==> src/rtl/instr_aligner.sv <==
// instr_aligner: fetch-side realignment stage. Buffers 32-bit fetch words as halfwords and
// presents one complete instruction (16-bit compressed or 32-bit) per decode handshake.
// Optional feature macro: COMPRESSED_EN (RVC support). When undefined, every instruction is
// 32-bit and a redirect to a halfword-only-aligned target raises a sticky instr_fault.
// Note: reset_n is active-high (1 = reset asserted) despite its name.
module instr_aligner #(
    parameter int unsigned BUF_HW   = 4,
    parameter logic [31:0] RESET_PC = 32'h0000_0000
) (
    input  logic        clk,
    input  logic        reset_n,
    input  logic        word_valid,
    input  logic [31:0] word_data,
    output logic        word_ready,
    input  logic        flush,
    input  logic [31:0] flush_pc,
    output logic        instr_valid,
    input  logic        instr_ready,
    output logic [31:0] instruction,
    output logic [31:0] instr_pc,
    output logic        instr_compressed,
    output logic        instr_fault
);

    localparam int unsigned CW = $clog2(BUF_HW + 1);

    logic [15:0]   hw_q [BUF_HW];
    logic [15:0]   hw_d [BUF_HW];
    logic [CW-1:0] count_q, count_d;
    logic [31:0]   pc_q, pc_d;

    logic          head16, head32, fault_pres;
    logic          accept, consume;
    logic [1:0]    pop_n, push_n;
    logic [15:0]   push_first;

    // Bit 0 of the redirect target is ignored by design.
    logic          unused_flush_pc0;
    assign unused_flush_pc0 = flush_pc[0];

`ifdef COMPRESSED_EN
    logic drop_q, drop_d;

    assign head16     = (count_q >= CW'(1)) && (hw_q[0][1:0] != 2'b11);
    assign fault_pres = 1'b0;
    assign push_n     = accept ? (drop_q ? 2'd1 : 2'd2) : 2'd0;
    assign push_first = drop_q ? word_data[31:16] : word_data[15:0];
`else
    logic fault_q, fault_d;
    // After the fault has been consumed, fetch words are discarded until a redirect.
    logic block_q, block_d;

    assign head16     = 1'b0;
    assign fault_pres = fault_q;
    assign push_n     = (accept && !fault_q && !block_q) ? 2'd2 : 2'd0;
    assign push_first = word_data[15:0];
`endif

    assign head32 = !head16 && (count_q >= CW'(2));

    // Outputs are a pure function of buffer state, so they hold while decode stalls.
    always_comb begin
        instr_valid      = fault_pres | head16 | head32;
        instr_pc         = pc_q;
        instr_compressed = head16;
        instr_fault      = fault_pres;
        if (head16) begin
            instruction = {16'h0000, hw_q[0]};
        end else if (head32) begin
            instruction = {hw_q[1], hw_q[0]};
        end else begin
            instruction = 32'h0000_0000;
        end
    end

    assign word_ready = !reset_n && (count_q <= CW'(BUF_HW - 2));
    assign accept     = word_valid && word_ready;
    assign consume    = instr_valid && instr_ready;
    assign pop_n      = (consume && !fault_pres) ? (head16 ? 2'd1 : 2'd2) : 2'd0;

    // Buffer next state: drop popped halfwords from the head, then append at the new tail.
    always_comb begin
        int wr_idx;
        for (int i = 0; i < int'(BUF_HW); i++) begin
            hw_d[i] = hw_q[i];
            for (int j = 0; j < int'(BUF_HW); j++) begin
                if (j == i + int'(pop_n)) begin
                    hw_d[i] = hw_q[j];
                end
            end
        end
        wr_idx = int'(count_q) - int'(pop_n);
        for (int i = 0; i < int'(BUF_HW); i++) begin
            if (push_n != 2'd0 && i == wr_idx) begin
                hw_d[i] = push_first;
            end
            if (push_n == 2'd2 && i == wr_idx + 1) begin
                hw_d[i] = word_data[31:16];
            end
        end
    end

    // Count, PC and mode-specific flags; a flush overrides everything except reset.
    always_comb begin
        count_d = count_q + CW'(push_n) - CW'(pop_n);
        pc_d    = pc_q + ((pop_n == 2'd1) ? 32'd2 : (pop_n == 2'd2) ? 32'd4 : 32'd0);
`ifdef COMPRESSED_EN
        drop_d  = drop_q;
        if (accept && drop_q) begin
            drop_d = 1'b0;
        end
        if (flush) begin
            drop_d = flush_pc[1];
        end
`else
        fault_d = fault_q;
        block_d = block_q;
        if (consume && fault_q) begin
            fault_d = 1'b0;
            block_d = 1'b1;
        end
        if (flush) begin
            fault_d = flush_pc[1];
            block_d = 1'b0;
        end
`endif
        if (flush) begin
            count_d = '0;
            pc_d    = {flush_pc[31:1], 1'b0};
        end
    end

    // Control state with synchronous active-high reset.
    always_ff @(posedge clk) begin
        if (reset_n) begin
            count_q <= '0;
            pc_q    <= RESET_PC;
`ifdef COMPRESSED_EN
            drop_q  <= RESET_PC[1];
`else
            fault_q <= 1'b0;
            block_q <= 1'b0;
`endif
        end else begin
            count_q <= count_d;
            pc_q    <= pc_d;
`ifdef COMPRESSED_EN
            drop_q  <= drop_d;
`else
            fault_q <= fault_d;
            block_q <= block_d;
`endif
        end
    end

    // Halfword storage; contents beyond count are don't-care so no reset is needed.
    always_ff @(posedge clk) begin
        for (int i = 0; i < int'(BUF_HW); i++) begin
            hw_q[i] <= hw_d[i];
        end
    end

endmodule

==> config.mk <==
export PLATFORM = sky130hd
export DESIGN_NAME = instr_aligner
export DESIGN_NICKNAME = d
export VERILOG_FILES = /design/src/rtl/instr_aligner.sv
export SDC_FILE = /design/constraint.sdc
export NUM_CORES = 1
export LEC_CHECK = 0
export BUFFER_PORTS_ARGS = -buffer_cell sky130_fd_sc_hd__buf_2
export CORE_ASPECT_RATIO = 0.7
export CORE_MARGIN = 3
export CORE_UTILIZATION = 30
export CTS_CLUSTER_SIZE = 24
export DETAILED_ROUTE_END_ITERATION = 7
export HOLD_SLACK_MARGIN = 0.12
export PLACE_DENSITY = 0.48
export SYNTH_ARGS = -nofsm -noshare
export SYNTH_HDL_FRONTEND = slang
export SYNTH_SLANG_ARGS = --single-unit
==> constraint.sdc <==
create_clock -name clk -period 7.05 [get_ports clk]
set_clock_uncertainty 0.05 [all_clocks]
set_input_delay 1.41 -clock clk [delete_from_list [all_inputs] [get_ports clk]]
set_output_delay 1.41 -clock clk [all_outputs]
set_load 0.02 [all_outputs]
==> impl_summary.md <==
Logic synthesis
sky130_fd_sc_hd__edfxtp_1 takes more of the synthesized area than any other cell. In this run the biggest area consumer among cell types represents roughly two fifths of the synthesized area. The number of enable-type register cells in the synthesized netlist is between 60 and 70. Dividing the synthesized area by the synthesized cell count gives 11.33 um2. The synthesized netlist contains 51 unique library cells. In the post-synthesis netlist, the biggest area contributors are sky130_fd_sc_hd__edfxtp_1 38%, sky130_fd_sc_hd__mux2_2 14%, sky130_fd_sc_hd__dfxtp_1 14%.

The number of synthesis warnings is 0. Sequential cells were found to cover between 50% and 60% of the synthesized design area. The synthesized netlist occupies a cell area of 0.005030 mm2. Of all flip-flops after synthesis, the portion carrying an async set or reset was 0%. Counting every instance in the synthesized netlist gives 444. The most used flip-flop cell after synthesis is sky130_fd_sc_hd__edfxtp_1. The synthesized design contains 99 register bits. By count the netlist is led by 64 x sky130_fd_sc_hd__edfxtp_1, 64 x sky130_fd_sc_hd__mux2_2, 35 x sky130_fd_sc_hd__dfxtp_1, 35 x sky130_fd_sc_hd__nor2b_1, 30 x sky130_fd_sc_hd__nor2_1.

Clocking
The CTS tree is done. After clock tree synthesis, the flow added hold-fix buffers numbering 0. The clock-pin slew on the worst setup and hold paths is ~60 ps. The root buffer cell chosen for the clock tree is sky130_fd_sc_hd__clkbuf_16. The number of H-tree levels is 3. The CTS sink count is a little under 100. The source-to-sink clock delay at the later pin of the worst-skew pair is 350 ps.

The number of buffers created by CTS is 9. The count of cells resized by post-cts repair is 0. The clock passes through at most 2 buffers. The number of buffers inserted to repair setup after CTS is 0.

Route
In this run, the number of DRC markers left after iteration 0 of detailed routing was 260. The number of vias per cell is approximately 5.0. The detail route stage leaves a number of antenna-violating nets equal to 0. The wire length after detailed routing is about 14000 um.

Across all layers, the routed design uses around 3900 vias. The per-cell routed wire length is ~17 um. The first-pass iteration count of the detailed router is 5.

The number of remaining DRC errors is 0.

Placement
The placement-stage cell area is roughly 0.006 mm2. The detailed-placement wirelength estimate is about 9400 um. The placer congestion estimate is 0.8017.

The number of buffer cells added on primary ports is 133.

STA
The number of failing hold endpoints at the final stage is 0. The setup violation total in the final timing report is 0. The timing-limited maximum frequency is roughly 240 MHz. In the final timing run, aggregate negative setup slack is 0 ps.

The transition time at the pin with the least slew margin is about 890 ps. The final hold slack is slightly above 400 ps. The final critical path takes up between 50% and 60% of the cycle. Setup repair after global routing left no endpoint under its margin. The max-slew violation count is 0. After layout, the minimum clock period comes to roughly 4100 ps. The worst pin sits at a relative slew slack of 39.80%.

Hold path
The start point of the worst hold path is instr_pc[1]. The instance count along the most critical hold path is 2. The hold-critical path endpoint is instr_pc[1]. In this run the worst hold path is classified as flop to flop.

Global route
The via count of the first global-routing pass is approximately 4100. Entering global routing, the biggest net connects 36 pins. The overall routing resource usage is between 10% and 20%. For this run the aggregate overflow at the end of global routing stands at 0.

The wire length of the first global-routing pass is approximately 22000 um. The number of antenna violations at the first check in global routing is 2.

Layout
The fraction of layout instances using a drive strength above 1 is between 30% and 40%. 0 antenna diodes ended up in the layout. Measured on the finished design, the core utilization comes to around two fifths. The synthesis-to-finish area growth is 23.41%. The number of nets in the final layout is about 640. Once layout is done, the placed cells without fillers occupy roughly 0.0062 mm2.

Status
The flow ran to the end, and the final reports show no timing, DRC or antenna violations.

Die
The floorplan has 38 rows. The die is ~110 um tall. For this configuration, the core starts out at a cell density of about a third. The die width is 160.8 um. approximately 140 I/O pins were placed. The area inside the core boundary is between 0.015 and 0.02 mm2. The die covers 0.01838 mm2.

Setup path
The worst reg2reg path endpoint is hw_q[1][9]. The reg-to-reg setup timing slack is roughly 3600 ps. For this run, the slowest stage of the critical path takes 710 ps. The critical path goes through buf_2, nand2b_1, or2_2, nor2_1, ha_1, nand4_1, or3b_1, nand2_1. The number of buffers and inverters on the critical path is 1. The depth of the worst register-to-register path is 7. The worst-path cell with the longest stage delay is sky130_fd_sc_hd__nand2_1. The critical path startpoint category is an input port.

The type of the worst setup path is input port to flop. Of all nets on the critical path, the largest fanout is 19. The arrival time at the worst endpoint is about 4000 ps. The endpoint required time on the critical path is slightly below 7000 ps. The worst setup path is captured at a flop. The reg-to-reg startpoint is instr_fault. Grouping stages by cell kind, the critical path spends the most delay in simple AND/OR/NAND/NOR gates.

Pwr
Power spread over the standard cell area amounts to 253.0 mW/mm2. IR analysis of the VDD net gives a maximum drop of roughly 0.095 mV. For this design the static power due to leakage is roughly 2.4 nW.

Run
Across the run, the number of max-cap violations was 0.
==> worst register-to-register path: cells and delay by family (launching register included) <==
kind          cells  cell delay (ps)
simple gates      6             2300
fa+ha+maj         1              260
flops             1              340
==> cells in the final DEF (no fill, tap or decap), types with 3 or more instances in the layout <==
master,instances
sky130_fd_sc_hd__buf_2,133
sky130_fd_sc_hd__mux2_2,64
sky130_fd_sc_hd__edfxtp_1,64
sky130_fd_sc_hd__nor2b_1,35
sky130_fd_sc_hd__dfxtp_1,35
sky130_fd_sc_hd__nor2_1,29
sky130_fd_sc_hd__nand2_1,21
sky130_fd_sc_hd__nand3_1,15
sky130_fd_sc_hd__inv_1,14
sky130_fd_sc_hd__nand4_1,12
sky130_fd_sc_hd__nor4_1,11
sky130_fd_sc_hd__a211oi_1,10
sky130_fd_sc_hd__nor3_1,9
sky130_fd_sc_hd__xnor2_1,9
sky130_fd_sc_hd__clkbuf_16,9
sky130_fd_sc_hd__a311oi_1,8
sky130_fd_sc_hd__a21oi_1,7
sky130_fd_sc_hd__and4_1,5
sky130_fd_sc_hd__a2111oi_0,5
sky130_fd_sc_hd__buf_4,5
sky130_fd_sc_hd__or2_2,4
sky130_fd_sc_hd__and2_1,4
sky130_fd_sc_hd__o211ai_1,4
sky130_fd_sc_hd__or4_1,4
sky130_fd_sc_hd__ha_1,4
sky130_fd_sc_hd__or3_1,3
sky130_fd_sc_hd__and3_1,3
sky130_fd_sc_hd__a32oi_1,3
sky130_fd_sc_hd__o21ai_0,3
sky130_fd_sc_hd__o31ai_1,3
sky130_fd_sc_hd__xor2_1,3
==> metal layers <==
layer / part of all wire [%] / vias to the layer above / track usage [%]
met4: 1.1 / 4 / 4.241
li1: - / 1897 / -
met1: 49 / 1892 / 20.54
met2: 43 / 130 / 22.71
met5: 0.16 / - / 0
met3: 7.1 / 14 / 5.061
==> stage by stage <==
stage,worst slack [ps],std cells,power (mW)
floorplan,3112,445,0.9431
global placement,2495,773,1.056
detailed placement,2430,773,1.064
CTS,2803,788,1.598
global route,2527,788,1.653
finish,2902,788,1.570
==> worst max path at each step <==
stage,slack (ps),cells after the start,startpoint,endpoint
after CTS,2800,8,instr_ready,hw_q[1][8]
after global routing,2530,8,instr_ready,hw_q[1][8]
after detailed placement,2430,8,instr_ready,hw_q[1][15]
final,2900,8,instr_ready,hw_q[1][9]
after floorplan,3110,11,instr_ready,instr_pc[26]
after global placement,2490,8,instr_ready,hw_q[1][15]
==> area by class of cell <==
cell class                 count  area [um2]
sequential                    99        2623
clock buffer                  11       232.7
clock inverter                 4       76.32
fill                        1589        9721
multi-input combinational    302        2245
timing repair buffer         138       703.2
inverter                      14       52.55
tap                          220       275.3
==> state kept, by name, summed over array words and instances, names as in the netlist <==
register,flops
hw_q,64
instr_pc,31
count_q,2
block_q,1
instr_fault,1
==> where the power goes <==
part | total [mW] | internal, mW | switching [mW] | leakage (nW)
combinational | 0.321 | 0.131 | 0.190 | 1.35
clock | 0.526 | 0.310 | 0.216 | 0.146
sequential | 0.724 | 0.689 | 0.0349 | 0.876
==> cells by family after synthesis <==
kind of cell	share of synthesized area [%]
compound gates	8.259
xor+xnor	2.090
fa+ha+maj	1.393
buf+inv	3.483
flops	52.14
mux	14.53
other cells	0.07456
simple gates	18.04
(Power assumes the default switching activity.)
